## src/rtl/ghr_index_gen.sv

```systemverilog
// Global-history branch index generator with an in-flight entry FIFO for training and recovery.
// Define GHR_GSHARE_XOR_EN to hash the history with pred_pc[K+1:2]; otherwise the history alone indexes the table.
module ghr_index_gen #(
  parameter int K     = 4,
  parameter int DEPTH = 4
) (
  input  logic                     clk,
  input  logic                     reset,
  input  logic                     pred_valid,
  input  logic [31:0]              pred_pc,
  input  logic                     pred_taken,
  output logic                     pred_ready,
  output logic [K-1:0]             lookup_index,
  input  logic                     res_valid,
  input  logic                     res_taken,
  output logic                     res_ready,
  output logic                     upd_valid,
  output logic [K-1:0]             upd_index,
  output logic                     upd_outcome,
  output logic                     mispredict,
  output logic [$clog2(DEPTH):0]   occupancy
);

  localparam int              AW     = $clog2(DEPTH);
  localparam logic [AW:0]     FULL_C = (AW+1)'(DEPTH);
  localparam logic [AW:0]     OCC_1  = (AW+1)'(1);
  localparam logic [AW-1:0]   PTR_1  = AW'(1);

  logic [K-1:0]  ghr_r;
  logic [AW-1:0] head_r;
  logic [AW-1:0] tail_r;
  logic [AW:0]   occ_r;
  logic          upd_valid_r;
  logic [K-1:0]  upd_index_r;
  logic          upd_outcome_r;
  logic          mispredict_r;

  logic [K-1:0]  idx_mem_r  [DEPTH];
  logic [K-1:0]  ghr_mem_r  [DEPTH];
  logic          pred_mem_r [DEPTH];

  logic          push_s;
  logic          pop_s;
  logic          mispred_s;
  logic          wr_s;
  logic          pc_unused_s;

`ifdef GHR_GSHARE_XOR_EN
  assign lookup_index = ghr_r ^ pred_pc[K+1:2];
`else
  assign lookup_index = ghr_r;
`endif
  assign pc_unused_s = ^pred_pc;

  assign pred_ready = (occ_r != FULL_C);
  assign res_ready  = (occ_r != {(AW+1){1'b0}});
  assign push_s     = pred_valid & pred_ready;
  assign pop_s      = res_valid & res_ready;
  assign mispred_s  = pop_s & (res_taken != pred_mem_r[head_r]);
  // A mispredict flushes the FIFO, so a same-cycle push must never land.
  assign wr_s       = push_s & ~mispred_s;

  assign upd_valid   = upd_valid_r;
  assign upd_index   = upd_index_r;
  assign upd_outcome = upd_outcome_r;
  assign mispredict  = mispredict_r;
  assign occupancy   = occ_r;

  // Entry storage: index, prediction and the history seen at lookup time.
  always_ff @(posedge clk) begin
    if (wr_s) begin
      idx_mem_r[tail_r]  <= lookup_index;
      pred_mem_r[tail_r] <= pred_taken;
      ghr_mem_r[tail_r]  <= ghr_r;
    end
  end

  // History, pointers, occupancy and the one-cycle update/recovery outputs.
  always_ff @(posedge clk or posedge reset) begin
    if (reset) begin
      ghr_r         <= '0;
      head_r        <= '0;
      tail_r        <= '0;
      occ_r         <= '0;
      upd_valid_r   <= 1'b0;
      upd_index_r   <= '0;
      upd_outcome_r <= 1'b0;
      mispredict_r  <= 1'b0;
    end else begin
      upd_valid_r  <= pop_s;
      mispredict_r <= mispred_s;
      if (pop_s) begin
        upd_index_r   <= idx_mem_r[head_r];
        upd_outcome_r <= res_taken;
      end else begin
        upd_index_r   <= upd_index_r;
        upd_outcome_r <= upd_outcome_r;
      end
      if (mispred_s) begin
        // Rebuild history from the snapshot of the wrong branch plus its real outcome.
        ghr_r  <= {ghr_mem_r[head_r][K-2:0], res_taken};
        head_r <= '0;
        tail_r <= '0;
        occ_r  <= '0;
      end else begin
        if (push_s) begin
          ghr_r  <= {ghr_r[K-2:0], pred_taken};
          tail_r <= tail_r + PTR_1;
        end else begin
          ghr_r  <= ghr_r;
          tail_r <= tail_r;
        end
        if (pop_s) begin
          head_r <= head_r + PTR_1;
        end else begin
          head_r <= head_r;
        end
        case ({push_s, pop_s})
          2'b10:   occ_r <= occ_r + OCC_1;
          2'b01:   occ_r <= occ_r - OCC_1;
          default: occ_r <= occ_r;
        endcase
      end
    end
  end

endmodule

```

## config.mk

```make
export PLATFORM = sky130hd
export DESIGN_NAME = ghr_index_gen
export DESIGN_NICKNAME = d
export VERILOG_FILES = /design/src/rtl/ghr_index_gen.sv
export SDC_FILE = /design/constraint.sdc
export NUM_CORES = 1
export LEC_CHECK = 0
export ABC_AREA = 1
export CAP_MARGIN = 25
export CORE_ASPECT_RATIO = 2
export CORE_MARGIN = 5
export CORE_UTILIZATION = 49
export CTS_CLUSTER_DIAMETER = 120
export DETAILED_ROUTE_END_ITERATION = 10
export GPL_ROUTABILITY_DRIVEN = 0
export PLACE_DENSITY = 0.83
export RECOVER_POWER = 50
export SYNTH_ARGS = -nofsm -noshare
export SYNTH_HDL_FRONTEND = slang
export SYNTH_SLANG_ARGS = --single-unit
```

## constraint.sdc

```tcl
create_clock -name clk -period 4.2 [get_ports clk]
set_input_delay 0.63 -clock clk [delete_from_list [all_inputs] [get_ports clk]]
set_output_delay 0.63 -clock clk [all_outputs]
set_load 0.1 [all_outputs]
```

* Yosys cells after proc, flatten, opt, wreduce, memory -nomap -nowiden
Memories as Yosys holds them, arrays and structs flattened. A register that Yosys moved wholly into a read port is not among the register bits.
Index checks and enable logic that the tools add are counted.
** Operators by class
- $add $sub $neg :: 4
- Equal/unequal tests :: 4
- Muxes and demuxes :: 10
- Bitwise operators :: 5
- Reduce and logical (&&, ||, !) cells :: 4
** Operators by type and width (number)
- $mux 2 :: 4
- $mux 4 :: 2
- $pmux 3 s2 :: 1
- $reduce_bool 3->1 :: 2
- $add 2x1->2 const B :: 2
- $and 1x1->1 :: 4
- $reduce_bool 2->1 :: 2
- $add 3x1->3 const B :: 1
- $mux 3 :: 1
- $ne 3x3->1 const B :: 1
- $sub 3x1->3 const B :: 1
- $eq 2x1->1 const B :: 1
- $eq 2x2->1 const B :: 1
- $mux 1 :: 2
- $ne 1x1->1 :: 1
- $not 1->1 :: 1
** Word-level totals
- Bits in registers :: 14
- Bits in writable memories :: 36
- Bits of input ports :: 38
- Output and inout port bits :: 16
- Word-level logic and storage cells :: 37
- Memories :: 3
** Memories
- ghr_mem_r :: words 4, bits a word 4, read ports 1, clocked after Yosys merged registers in 0, wr ports 1, line 39 : logic [K-1:0] ghr_mem_r [DEPTH];
- idx_mem_r :: words 4, bits a word 4, read ports 1, clocked after Yosys merged registers in 1, wr ports 1, line 38 : logic [K-1:0] idx_mem_r [DEPTH];
- pred_mem_r :: words 4, bits a word 1, read ports 1, clocked after Yosys merged registers in 0, wr ports 1, line 40 : logic pred_mem_r [DEPTH];

* Logic depth before layout (Yosys ltp)
Gate-level depths: netlist of run 1.
- Depth in word-level cells :: 7
- Gate-level depth with buffers :: 12
- Mapped depth without buffers :: 12

* Least setup slack after synthesis of run 1
Ideal clock, no wire load.
- Path type :: register to register
- From :: reg occ_r[1], in the netlist occupancy[1]
- To :: reg occ_r[2], in the netlist occupancy[2]
- Setup time :: 0.123 ns
- Arrival :: 3.073 ns
- Data required time :: 4.077 ns
- Setup slack :: 1.004 ns
- Stages on the path, launching flop included :: 12
- Path buffers :: 0
- Period minus slack after synthesis :: 3.196 ns
- Cell sequence :: dfrtp_1 -> nor2_2 -> nand2_1 -> nand2_2 -> nand2_2 -> inv_1 -> fa_1 -> xnor2_1 -> nand3b_1 -> nand2_1 -> nor2_1 -> nor2_1
** On the way
- Longest elaborated chain between the ends :: 5
- Elaborated cells on any way between the ends :: 12
- Classes of those cells :: add/sub: 2; eq/ne: 3; mux: 2; bitwise: 3; reduce/logical: 2
** Ends and longest elaborated chain
- start, declared :: line 32 : logic [AW:0] occ_r;
- start signal, assigned :: line 119 : 2'b10: occ_r <= occ_r + OCC_1;
- start signal, assigned :: line 120 : 2'b01: occ_r <= occ_r - OCC_1;
- start signal, assigned :: line 121 : default: occ_r <= occ_r;
- $ne 3x3->1 * :: line 55 : assign pred_ready = (occ_r != FULL_C);
- named net pred_ready :: line 12 : output logic pred_ready,
- $and 1x1->1 * :: line 57 : assign push_s = pred_valid & pred_ready;
- $eq 2x1->1 or $eq 2x2->1 (tied branches) :: line 118 : case ({push_s, pop_s})
- $pmux 3 s2 :: line 118
- $mux 3 :: line 99 : if (mispred_s) begin
The timed path passes the listed nets; every way through them passes the cells marked *.
A chain may end at the register's enable or synchronous reset.

* Worst setup path in the final report of run 1
- From :: in res_valid
- To :: mem idx_mem_r[0][3] (enable)
** On the way
- Longest elaborated chain between the ends :: 6
** Ends and longest elaborated chain
- start, declared :: line 14 : input logic res_valid,
- $and 1x1->1 :: line 58 : assign pop_s = res_valid & res_ready;
- $and 1x1->1 :: line 59 : assign mispred_s = pop_s & (res_taken != pred_mem_r[head_r]);
- $not 1->1 :: line 61 : assign wr_s = push_s & ~mispred_s;
- $and 1x1->1 :: line 61
- $mux 1 :: line 71 : if (wr_s) begin
- $mux 1 (not written as such) :: line 72 : idx_mem_r[tail_r] <= lookup_index;
- end, declared :: line 38
No other way between the ends.

==> results of run 1 <==
final cells by class:
cell class | instances | area share (%)
clock buffers | 6 | 3.560
inverters | 16 | 2.947
multi-input cells | 106 | 28.18
repair buffers | 21 | 10.31
flip-flops and latches | 38 | 51.57
clock inverters | 2 | 0.4911
well taps | 48 | 2.947
through the flow:
| step | setup WS, ns | hold slack (ns) | util [%] | instance area [um^2] | std cells |
|---|---|---|---|---|---|
| finish | 1.324 | 0.4862 | 59.67 | 2038 | 237 |
| CTS | 1.492 | 0.4900 | 60.11 | 2053 | 237 |
| detailed placement | 1.609 | 0.4723 | 57.69 | 1971 | 229 |
| global route | 1.101 | 0.5682 | 59.67 | 2038 | 237 |
| floorplan | 1.004 | 0.5059 | - | 1745 | 164 |
| global placement | 1.625 | 0.4686 | 57.69 | 1971 | 229 |
worst max path at each step:
stage                       startpoint               to  cells past startpoint
after floorplan           occupancy[1]     occupancy[2]                     11
after global placement       res_valid     occupancy[2]                     11
after detailed placement     res_valid     occupancy[2]                     11
after CTS                 occupancy[0]       pred_ready                      3
after global routing         res_valid  idx_mem_r[3][1]                      6
final                        res_valid  idx_mem_r[0][3]                      6
cells in the mapped netlist:
master    number  area (um^2)
nand2_2       10        62.56
nand3_4        1        17.52
a21boi_0       1        7.510
buf_6          4        45.04
nor2_2         1        6.260
inv_2          4        15.01
edfxtp_1      20        600.6
nand3b_1       1        7.510
xor2_1         1        8.760
a21oi_1        1        5.000
nand2_1       17        63.81
nor2_1        29        108.9
inv_1         12        45.04
fa_1           1        20.02
dfrtp_1       18        450.4
nand2_4        1        11.26
nor2_4         1        11.26
o21ai_0       11        55.05
xnor2_1        1        8.760
nor3_1         2        10.01
a31oi_1        4        25.02
ha_1           4        50.05
nand3_1       16        80.08
nand3_2        3        30.03
sequential cells by signal, summed over array words and instances (netlist names):
signal	flops
mispredict	1
pred_mem_r	4
tail_r	2
lookup_index	4
occupancy	3
idx_mem_r	16
upd_index	4
upd_valid	1
head_r	2
upd_outcome	1
cell families after synthesis:
logic type	synth area share, %
xor gates and xnor gates	1.004
and+or+nand+nor	23.44
buffers and inverters	6.021
DFF	60.22
AOI/OAI and AO/OA	5.304
adders and majority gates	4.014
worst register-to-register path, cell delays in order, from the launching register on:
cell,delay [ns]
dfrtp_1,0.46
nor2_2,0.14
nand2_2,0.07
nand2_1,0.24
inv_1,0.29
nand3_1,0.47
nand2_1,0.21
nor2_1,0.42
layer usage:
layer,global-route usage [%],share of wire [%],vias up
met1,15.10,32,560
met4,9.808,3.8,0
met5,0,0,-
li1,-,-,590
met2,30.04,60,32
met3,3.791,3.7,11
==> flow_summary.ini, run 1 <==
[global_routing]
grt_max_degree = 19
grt_usage_pct = 16.17
antenna_found_initial = 0
grt_pass1_wl_um = 5789
grt_pass1_vias = 1224
gr-total-overflow = 0

[detailed_routing]
drtAntennaViolNets = 0
initialDrtViolationCount = 39
drtPass1Iterations = 4
drc = 0
viasPerCell = 5.034
num_vias = 1193
routedWlPerCell_um = 14.14
drt-total-wl_um = 3352

[sta]
tns_ns = 0
skew_ns = 0.004544
period_share_pct = 68.47
max_freq_mhz = 347.8
hold_violations = 0
max_slew.worst_pin.slew_ns = 0.9767
drv_slew = 0
rsz0062_at_grt = no
finalSetupViolations = 0
period_minus_slack_ns = 2.876
worst_slew_margin_rel_pct = 34.68

[critical_path]
start_kind = input port
rrSetupSlack_ns = 1.54
regToRegEndpoint = idx_mem_r[0][3]
critPathMostFrequentCell = nand2_1
cp_top_family = simple AND/OR/NAND/NOR gates
cp_num_buf_inv = 2
cp_max_fo = 14
cp_cell_sequence = dlygate4sd3_1 > nand2_1 > inv_1 > nand3_1 > nand2_1 > nor2_1
worstSetupPathType = input port to flip-flop
max_stage_delay_ns = 0.53
slowest_stage = dlygate4sd3_1
r2r_start = occupancy[0]
r2r_cells = 7
worstPathRequired_ns = 4.13
end_kind = flip-flop
critPathArrivalTime_ns = 2.81

[cts]
clk_latency_ns = 0.29
cts_tree = yes
post_cts_resized = 0
holdBufCountCts = 0
clkSlewWorstSetupHoldPaths_ns = 0.07
clockBufferDepth = 2
numCtsBuffers = 5
clockRootBuffer = clkbuf_8
cts.htree.levels = 2
cts.sink_count = 38
post_cts_buffers = 0

[final_layout]
nNetsFinal = 231
final_common_cell = nor2_1
num_antenna_cells = 0
final_cell_mix = 29 x nor2_1, 20 x edfxtp_1, 18 x nand2_1, 18 x dfrtp_1, 18 x clkdlybuf4s50_1
synthToLayoutAreaGrowth_pct = 16.77
multi_input_area_um2 = 574.3
fill_cells = 285
drive_gt1_share_pct = 12.70
final-seq-area_um2 = 1051

[synthesis]
mappedNetlistNets = 207
syn_area_per_cell_um2 = 10.64
yosys.cell_types.count = 24
yosysWarningCount = 0
ys_seq_area_share_pct = 60.22
syn-instance-count = 164
synth_area_um2 = 1745
synth-seq-cells = 38

[floorplan]
io_pins = 54
die_area_um2 = 4928
core_area_um2 = 3416
fp.dieW_um = 52.20
initial_core_util_pct = 51.10
num_rows = 30
dieHeight_um = 94.41

[min_path]
whs_path_depth = 2
worstHoldStart = upd_outcome
hold_path_end = upd_outcome
hold_path_class = flip-flop to flip-flop

[status]
status = finished, final reports clean

[job]
drv_cap = 0

[placed_design]
io_buffers = 21
hpwlAfterDp_um = 2484
Power of run 1 is not shown: default switching activity piles up to over one toggle a cycle in this logic, so the estimate is an artifact.
==> run 2: changes to the inputs <==
--- a/config.mk
+++ b/config.mk
@@ -9,11 +9,11 @@
 export CAP_MARGIN = 25
 export CORE_ASPECT_RATIO = 2
 export CORE_MARGIN = 5
-export CORE_UTILIZATION = 49
+export CORE_UTILIZATION = 46
 export CTS_CLUSTER_DIAMETER = 120
 export DETAILED_ROUTE_END_ITERATION = 10
 export GPL_ROUTABILITY_DRIVEN = 0
-export PLACE_DENSITY = 0.83
+export PLACE_DENSITY = 0.79
 export RECOVER_POWER = 50
 export SYNTH_ARGS = -nofsm -noshare
 export SYNTH_HDL_FRONTEND = slang
==> constraint.sdc (replaced) <==
create_clock -name clk -period 2.75 [get_ports clk]
set_input_delay 0.4125 -clock clk [delete_from_list [all_inputs] [get_ports clk]]
set_output_delay 0.4125 -clock clk [all_outputs]
set_load 0.1 [all_outputs]
==> run 2 against run 1 <==
Via count is 1.3% lower. Worst hold slack better by 0.0070 ns. Worst setup slack got worse by 0.92 ns. Core utilization shrank 3.4 points. Non-clock buffer count grew 1. Sequential share of layout area down 0.19 points. Critical endpoint is now occupancy[2].
==> flow_summary.ini, run 2 (synthesis results as in run 1) <==
[status]
status = finished, final reports clean

[floorplan]
num_rows = 31
core_area_um2 = 3646
fp.dieW_um = 53.56
dieHeight_um = 97.11
die_area_um2 = 5201
io_pins = 54
initial_core_util_pct = 47.87

[cts]
cts.sink_count = 38
clockRootBuffer = clkbuf_8
holdBufCountCts = 0
post_cts_resized = 0
cts.htree.levels = 2
clockBufferDepth = 2
cts_tree = yes
clk_latency_ns = 0.29
clkSlewWorstSetupHoldPaths_ns = 0.08
numCtsBuffers = 5
post_cts_buffers = 0

[final_layout]
final_cell_mix = 29 x nor2_1, 20 x edfxtp_1, 17 x nand2_1
final_common_cell = nor2_1
drive_gt1_share_pct = 22.11
synthToLayoutAreaGrowth_pct = 17.63
nNetsFinal = 232
fill_cells = 334
largest-register = idx_mem_r
final-seq-area_um2 = 1055
multi_input_area_um2 = 589.3
num_antenna_cells = 0
largest_reg_flops = 16

[job]
drv_cap = 0

[sta]
max_freq_mhz = 425.6
period_minus_slack_ns = 2.350
rsz0062_at_grt = no
worst_slew_margin_rel_pct = 22.59
period_share_pct = 85.44
tns_ns = 0
max_slew.worst_pin.slew_ns = 1.166
skew_ns = 0.005872
whs_ns = 0.4932
hold_violations = 0
drv_slew = 0
finalSetupViolations = 0

[detailed_routing]
drtPass1Iterations = 4
routedWlPerCell_um = 13.58
drc = 0
drtAntennaViolNets = 0
initialDrtViolationCount = 23
drt-total-wl_um = 3246
num_vias = 1177
viasPerCell = 4.925

[global_routing]
grt_usage_pct = 14.59
grt-busiest-layer = met2
grt_max_degree = 19
gr-total-overflow = 0
antenna_found_initial = 0
use_met3_pct = 3.072
grt_pass1_vias = 1165
grt_pass1_wl_um = 5499
grt_use_met1_pct = 13.74
met2_usage_pct = 26.30

[critical_path]
critPathArrivalTime_ns = 2.53
cp_max_fo = 13
worstPathRequired_ns = 2.93
end_kind = flip-flop
worstSetupPathType = flip-flop to flip-flop
start_kind = flip-flop

[placed_design]
io_buffers = 21
hpwlAfterDp_um = 2425

[min_path]
hold_path_class = flip-flop to flip-flop
run 2: cell count changes in the layout (fill, tap and decap cells not counted), sizes merged:
cell and change:
buf +11, bufinv +2, clkbuf +5, clkdlybuf4s50 -15, clkinv -1, dlygate4sd3 -1
run 2: per-stage QoR:
stage,std cells,instance area [um^2],setup slack (ns),util [%]
after floorplan,164,1752,0.1026,-
after global placement,231,1946,0.3808,53.36
after detailed placement,231,1946,0.3969,53.36
after CTS,239,2078,0.5242,57.00
after global routing,239,2053,0.1788,56.31
final,239,2053,0.4003,56.31
run 2: cell type report:
type                    count  share of cell area, %
flip-flops and latches     38                  51.37
well taps                  49                  2.986
inverters                  16                  2.925
clock buffers               5                  3.352
repair buffers             22                  7.556
multi-input cells         106                  28.70
clock inverters             3                  3.108
run 2: metal layers:
layer,vias up,share of wire [%]
li1,589,-
met1,551,34
met2,28,58
met3,9,4.2
met4,0,3.5
met5,-,0
run 2: path summary, 6_finish.rpt:
check	from	end	cells past startpoint	slack, ns
min	upd_outcome	upd_outcome	2	0.49
max	occupancy[1]	occupancy[2]	12	0.40
min in group asynchronous	reset	head_r[1]	2	0.68
max reg2reg	occupancy[1]	occupancy[2]	12	0.40
max in group asynchronous	reset	occupancy[1]	2	1.57
min reg2reg	upd_outcome	upd_outcome	2	0.49
run 2: critical path, cell delays in order, from the launching register on:
cell and delay [ns]:
dfrtp_2 0.44, nor2_2 0.18, nand2_2 0.07, nand2_1 0.28
inv_2 0.21, nand2_2 0.14, inv_1 0.06, fa_1 0.38
xnor2_1 0.16, nand3b_1 0.12, nand2_1 0.05, nor2_1 0.10
nor2_1 0.04
Power of run 2 is left out for the same reason.
